<file path="config.mk">
export PLATFORM = sky130hd
export DESIGN_NAME = io_input_debounce
export DESIGN_NICKNAME = d
export VERILOG_FILES = /design/src/rtl/io_input_debounce.sv
export SDC_FILE = /design/constraint.sdc
export NUM_CORES = 1
export LEC_CHECK = 0
export CAP_MARGIN = 20
export CORE_UTILIZATION = 50
export DETAILED_ROUTE_END_ITERATION = 8
export PLACE_DENSITY = 0.74
export SLEW_MARGIN = 20
export SYNTH_ARGS = -nofsm -noshare
export SYNTH_HDL_FRONTEND = slang
export SYNTH_SLANG_ARGS = --single-unit
</file>
<file path="constraint.sdc">
create_clock -name io_clk -period 4.9 [get_ports io_clk]
set_input_delay 0.49 -clock io_clk [delete_from_list [all_inputs] [get_ports io_clk]]
set_output_delay 0.49 -clock io_clk [all_outputs]
set_load 0.01 [all_outputs]
</file>
<file path="src/rtl/io_input_debounce.sv">
// io_input_debounce
//   Conditions raw board inputs (switches, keys) for the memory-mapped input
//   register: a two-flop synchroniser per bit, one shared sample prescaler and
//   a saturating per-bit debounce counter in front of a registered output word.
//   Optional feature macro: INPUT_EDGE_LATCH_EN adds sticky debounced rising-edge
//   flags (edge_flag) with a per-bit clear input (edge_clr) for key-press capture.
module io_input_debounce #(
  parameter int unsigned      WIDTH     = 32,
  parameter int unsigned      TICK_DIV  = 50000,
  parameter int unsigned      STABLE_N  = 4,
  parameter logic [WIDTH-1:0] RESET_VAL = '0
) (
  input  logic             io_clk,
  input  logic             resetn,
  input  logic [WIDTH-1:0] raw_in,
  output logic [WIDTH-1:0] in_port,
  output logic             changed,
  output logic             tick
`ifdef INPUT_EDGE_LATCH_EN
  ,
  input  logic [WIDTH-1:0] edge_clr,
  output logic [WIDTH-1:0] edge_flag
`endif
);

  // Prescaler needs at least one bit even when TICK_DIV is 1.
  localparam int unsigned   PW         = (TICK_DIV > 1) ? $clog2(TICK_DIV) : 1;
  localparam int unsigned   CW         = $clog2(STABLE_N + 1);
  localparam logic [PW-1:0] PRESC_LAST = PW'(TICK_DIV - 1);
  localparam logic [CW-1:0] CNT_LAST   = CW'(STABLE_N - 1);

  logic [WIDTH-1:0] sync1_q;
  logic [WIDTH-1:0] sync_q;
  logic [PW-1:0]    presc_q, presc_d;
  logic             tick_q, tick_d;
  logic [WIDTH-1:0] in_port_q, in_port_d;
  logic             changed_q, changed_d;
  logic [WIDTH-1:0] flip;

  // Two-stage synchroniser: the only logic that ever looks at raw_in.
  always_ff @(posedge io_clk or negedge resetn) begin
    if (!resetn) begin
      sync1_q <= RESET_VAL;
      sync_q  <= RESET_VAL;
    end else begin
      sync1_q <= raw_in;
      sync_q  <= sync1_q;
    end
  end

  // Next-state for the prescaler, the registered tick and the change pulse.
  // tick_q is registered so it is low throughout reset, even with TICK_DIV=1.
  always_comb begin
    presc_d   = (presc_q == PRESC_LAST) ? '0 : presc_q + 1'b1;
    tick_d    = (presc_d == PRESC_LAST);
    changed_d = |flip;
  end

  // Prescaler and tick strobe registers.
  always_ff @(posedge io_clk or negedge resetn) begin
    if (!resetn) begin
      presc_q <= '0;
      tick_q  <= 1'b0;
    end else begin
      presc_q <= presc_d;
      tick_q  <= tick_d;
    end
  end

  // Per-bit debounce: count consecutive differing ticks, flip on the STABLE_N-th.
  for (genvar gi = 0; gi < WIDTH; gi++) begin : g_bit
    logic [CW-1:0] cnt_q, cnt_d;
    logic          bit_d;
    logic          flip_d;

    // Counter only moves on tick cycles; any agreeing sample restarts it.
    always_comb begin
      cnt_d  = cnt_q;
      bit_d  = in_port_q[gi];
      flip_d = 1'b0;
      if (tick_q) begin
        if (sync_q[gi] == in_port_q[gi]) begin
          cnt_d = '0;
        end else if (cnt_q == CNT_LAST) begin
          bit_d  = sync_q[gi];
          cnt_d  = '0;
          flip_d = 1'b1;
        end else begin
          cnt_d = cnt_q + 1'b1;
        end
      end
    end

    // Debounce counter register; reset discards any partial count.
    always_ff @(posedge io_clk or negedge resetn) begin
      if (!resetn) begin
        cnt_q <= '0;
      end else begin
        cnt_q <= cnt_d;
      end
    end

    assign in_port_d[gi] = bit_d;
    assign flip[gi]      = flip_d;
  end

  // Debounced output word and its one-cycle change pulse, updated together.
  always_ff @(posedge io_clk or negedge resetn) begin
    if (!resetn) begin
      in_port_q <= RESET_VAL;
      changed_q <= 1'b0;
    end else begin
      in_port_q <= in_port_d;
      changed_q <= changed_d;
    end
  end

  assign in_port = in_port_q;
  assign changed = changed_q;
  assign tick    = tick_q;

`ifdef INPUT_EDGE_LATCH_EN
  logic [WIDTH-1:0] edge_flag_q, edge_flag_d;

  // Sticky rising-edge capture; a new rise beats a simultaneous clear.
  always_comb begin
    edge_flag_d = (edge_flag_q & ~edge_clr) | (in_port_d & ~in_port_q);
  end

  // Edge flag register.
  always_ff @(posedge io_clk or negedge resetn) begin
    if (!resetn) begin
      edge_flag_q <= '0;
    end else begin
      edge_flag_q <= edge_flag_d;
    end
  end

  assign edge_flag = edge_flag_q;
`endif

endmodule

</file>
# [Yosys cells after proc, flatten, opt, wreduce, memory -nomap -nowiden]
# Index checks and enable logic that the tools add are counted.
[classes] n_mux=161 add_sub_neg=33 bitwise_logic=32 eq_ne=66 reduce_logical=33
[op_table] operator="two-way mux 3 bit" n=64
[op_table] operator="adder 3 x 1 -> 3 bit, second input constant" n=32
[op_table] operator="== test 3 x 2 -> 1 bit, second input constant" n=32
[op_table] operator="two-way mux 1 bit" n=96
[op_table] operator="AND reduction 3 bit" n=32
[op_table] operator="== test 1 bit" n=32
[op_table] operator="== test 16 bit, second input constant" n=2
[op_table] operator="NOT 1 bit" n=32
[op_table] operator="OR reduction 32 bit" n=1
[op_table] operator="adder 16 x 1 -> 16 bit, second input constant" n=1
[op_table] operator="two-way mux 16 bit" n=1
[word_totals] elab_cells=394 regBits=210 out_inout_bits=34

# [Logic depth before layout (Yosys ltp)]
[depth] ltp_word=5 mapped_depth=6

# [Least setup slack after synthesis]
# Ideal clock, no wire load.
[synth_timing] path_kind="register to register" start="register presc_q[0]" end="register tick_q, in the netlist tick" stages_incl_launch_ff=7 setup_ns=0.067 required_time_ns=4.833 arrival_ns=1.669 setup_slack_ns=3.163 path_cell_list="dfrtp_1 -> ha_1 -> nand3_1 -> or2_2 -> or4b_1 -> o22ai_1 -> o2111a_1"
[synth_between] elab_chain_len=3 word_cells_on_any_way=4
[synth_rtl] item="start: declaration" line_no="34" rtl="logic [PW-1:0] presc_q, presc_d;"
[synth_rtl] item="start signal: assignment" line_no="65" rtl="presc_q <= presc_d;"
[synth_rtl] item="adder 16 x 1 -> 16 bit / == test 16 bit (equally long branches)" line_no="54" rtl="presc_d = (presc_q == PRESC_LAST) ? '0 : presc_q + 1'b1;"
[synth_rtl] item="two-way mux 16 bit *" line_no="54"
[synth_rtl] item="== test 16 bit *" line_no="55" rtl="tick_d = (presc_d == PRESC_LAST);"
[synth_rtl] item="via tick_d" line_no="35" rtl="logic tick_q, tick_d;"
[synth_rtl] item="end signal: assignment" line_no="66" rtl="tick_q <= tick_d;"
[synth_rtl] item="end: declaration" line_no="35"
# Mark *: on every way through the listed nets, which the timed path passes. The rest lies on a longest branch.
# A chain may end at the register's enable or synchronous reset.

# [Final worst setup path]
[layout_timing] start="register tick_q, in the netlist tick" end="output tick"
[layout_rtl] item="end: declaration" line_no="18" rtl="output logic tick"
# No word-level cell between the ends.

==> metrics.md <==
| Metric | Value |
|---|---|
| Final #Nets | 930 |
| Worst path bufs/invs | 1 |
| Syn nets | 856 |
| Area grow syn2layout | 18.93% |
| Dpl hpwl | 9738 um |
| Avg WL per Cell | 13.60 um |
| Status | complete, no violations |
| Relative slew slack | 37.09% |
| Largest cells by area after synthesis | dfrtp_1 (60%), ha_1 (4.7%), o21ai_0 (4.6%) |
| Nature of the critical path endpoint | output pin |
| Deepest clock path buffer count | 3 |
| Crit path launch | tick$_DFF_PN0_ |
| Rows | 48 |
| Cell with the most instances after synthesis | dfrtp_1 |
| Synth cell count leaders | dfrtp_1 (210), o21ai_0 (81), inv_1 (72), nand3_1 (70), nor2_1 (49) |
| RSZ-0062 raised after global routing | no |
| HP Class | in2async |
| Syn_area_per_cell | 11.19 um2 |
| Lkg Pwr | 4.809 nW |
| Number of hold buffers added after cts | 0 |
| # DRC | 0 |
| Setup TNS | 0 ns |
| Largest delay share family, worst path | flip-flops |
| FF-to-FF path depth | 6 |
| Fraction of layout cells with a size suffix above 1 | 9.692% |
| Gate count of the mapped netlist | 789 |
| Vias per cell | 5.095 |
| Initial drt markers | 323 |
| Starting Density | 51.04% |
| Die Wd | 134.9 um |
| Via count | 5615 |
| Crit path max fanout | 93 |
| IR drop worst, VDD | 0.2087 mV |
| Async S/R FF share, synth | 100.0% |
| ANT nets after route | 0 |
| Fin. Hold Viols | 0 |
| Min Tclk post-route | 2.687 ns |
| Total gr overflow | 0 |
| Final WL | 14980 um |
| Clk sinks | 210 |
| Top cell type's share of synthesized area | 59.52% |
| CTS clk-pin slew, worst paths | 0.06 ns |
| Post-CTS setup buffer count | 0 |
| CTS Buf Count | 23 |
| Critical Path RT | 4.41 ns |
| Number of enable flip-flop cells after synthesis | 0 |
| Yosys top cell by area | dfrtp_1 |
| CP max stage cell | dfrtp_4 |
| Die area | 18190 um2 |
| CP Depth | 1 |
| Mapped Area | 8828 um2 |
| CTS tree | yes |
| # placed instances | 1063 |
| Ant. Diodes | 0 |
| Clk Latency, worst-skew pair | 0.49 ns |
| Root Buffer | clkbuf_16 |
| Number of port buffers | 67 |
| Worst-path cell chain | clkdlybuf4s50_1 |
| CP Launch Type | register |
| Design area | 10500 um2 |
| Register area share after synthesis | 59.52% |
| Hold_ws | 0.1087 ns |
| Yosys cell types | 45 |
| Vias in the first global route | 5516 |
| Final setup fails | 0 |
| Crit Reg-Reg Startpoint | tick$_DFF_PN0_ |
| FF+latch count, synth | 210 |
| First-pass GRT wire length | 25720 um |
| Slew Limit Fails | 0 |
| Kind of critical path | reg2out |
| Worst endpoint data arrival time | 2.20 ns |
| Maximum clock rate | 372.2 MHz |
| Least-Margin Pin Slew | 0.9437 ns |
| GP Congestion | 0.7735 |
| DIE HEIGHT | 134.9 um |
| Pin count of the biggest net entering global routing | 122 |
| Final instance count without filler cells | 1102 |
| Core area | 17300 um2 |
| Drt pass-1 iters | 4 |
| Max-cap viol count | 0 |
| Pwr dens | 340.9 nW/um2 |
| Initial antenna violation count | 0 |
| Period utilization | 54.83% |
| Placed Area | 9733 um2 |
| Io pins | 68 |
| H-tree Lvls | 1 |
| Total track usage | 17.44% |
| Main synth FF type | dfrtp_1 |
| Largest stage delay on the critical path | 0.96 ns |
| PostCTS Resize Cnt | 0 |
| Yosys warning total | 0 |
| Worst Skew | 0.01061 ns |
## power by group
group / switching [W] / internal, W
Sequential: 0.0000136 / 0.00176
Clock: 0.000650 / 0.00107
Combinational: 0.0000531 / 0.0000351
Total: 0.000716 / 0.00286
## logic make-up (layout without fill, tap and decap cells)
| family | count (synthesis) | after routing | share of synthesized area [%] |
|---|---|---|---|
| buffers and inverters | 94 | 182 | 4.025 |
| adders and majority gates | 33 | 33 | 4.677 |
| AOI/OAI and AO/OA | 115 | 115 | 7.455 |
| xor gates and xnor gates | 46 | 46 | 4.563 |
| and+or+nand+nor | 255 | 255 | 15.21 |
| muxes | 36 | 36 | 4.549 |
| DFF | 210 | 210 | 59.52 |
## sequential cells by signal, summed over array words and instances, names as in the netlist
signal,flops
g_bit.cnt_q,96
in_port,32
sync1_q,32
sync_q,32
presc_q,16
changed,1
tick,1
## per-stage QoR
stage | util, % | total power (W) | setup WS, ns
CTS | 60.71 | 0.003629 | 2.204
global route | 60.71 | 0.003711 | 2.094
global placement | 56.27 | 0.001896 | 2.638
floorplan | - | 0.001826 | 3.163
finish | 60.71 | 0.003580 | 2.213
detailed placement | 56.27 | 0.001898 | 2.604
## final timing paths
check | slack, ns | endpoint
max in group asynchronous | 3.54 | in_port[14]$_DFFE_PN0P_
setup / recovery | 2.21 | tick
hold reg to reg | 0.34 | sync_q[27]$_DFF_PN0_
setup reg to reg | 2.57 | changed$_DFF_PN0_
min in group io_clk | 0.34 | sync_q[27]$_DFF_PN0_
hold / removal | 0.11 | in_port[7]$_DFFE_PN0P_
## cells in the final DEF (no fill, tap or decap), types with 2 or more instances in the layout
master,instances
a21boi_0,6
clkbuf_1,3
a31oi_1,2
o32ai_1,6
a21oi_1,4
nand3_1,70
xor2_1,11
nor3_1,3
bufinv_16,2
buf_4,4
nor4_1,4
mux2i_1,3
clkbuf_8,8
o21a_1,3
ha_1,33
o31ai_1,2
nor2_1,49
xnor2_1,35
clkbuf_16,23
nand3b_1,5
nand2_1,39
o22ai_1,6
clkdlybuf4s50_1,66
dfrtp_1,209
and2_1,23
mux2_2,33
nand2b_1,13
nor2b_1,33
clkinv_2,3
inv_1,72
o21ai_0,81
nand4_1,4
## metal layers
layer / track usage [%] / share of wire [%] / up-vias
met1: 23.72 / 47 / 2706
met3: 3.041 / 3.8 / 21
met4: 5.119 / 1.7 / 0
li1: - / - / 2793
met2: 28.72 / 48 / 95
met5: 0 / 0 / -
## layout make-up
class / count / area [um2]
inverter: 72 / 270.3
sequential: 210 / 5259
clock buffer: 33 / 683.2
tap: 225 / 281.5
fill: 1381 / 6797
clock inverter: 6 / 83.83
multi-input combinational: 485 / 3218
timing repair buffer: 71 / 704.4
## worst register-to-register path, stage by stage (launching register included)
cell,delay [ns]
dfrtp_4,0.96
buf_4,0.60
nand3b_1,0.23
o22ai_1,0.17
a31oi_1,0.06
nand4_1,0.12
a211o_1,0.12
(Power assumes the default switching activity.)
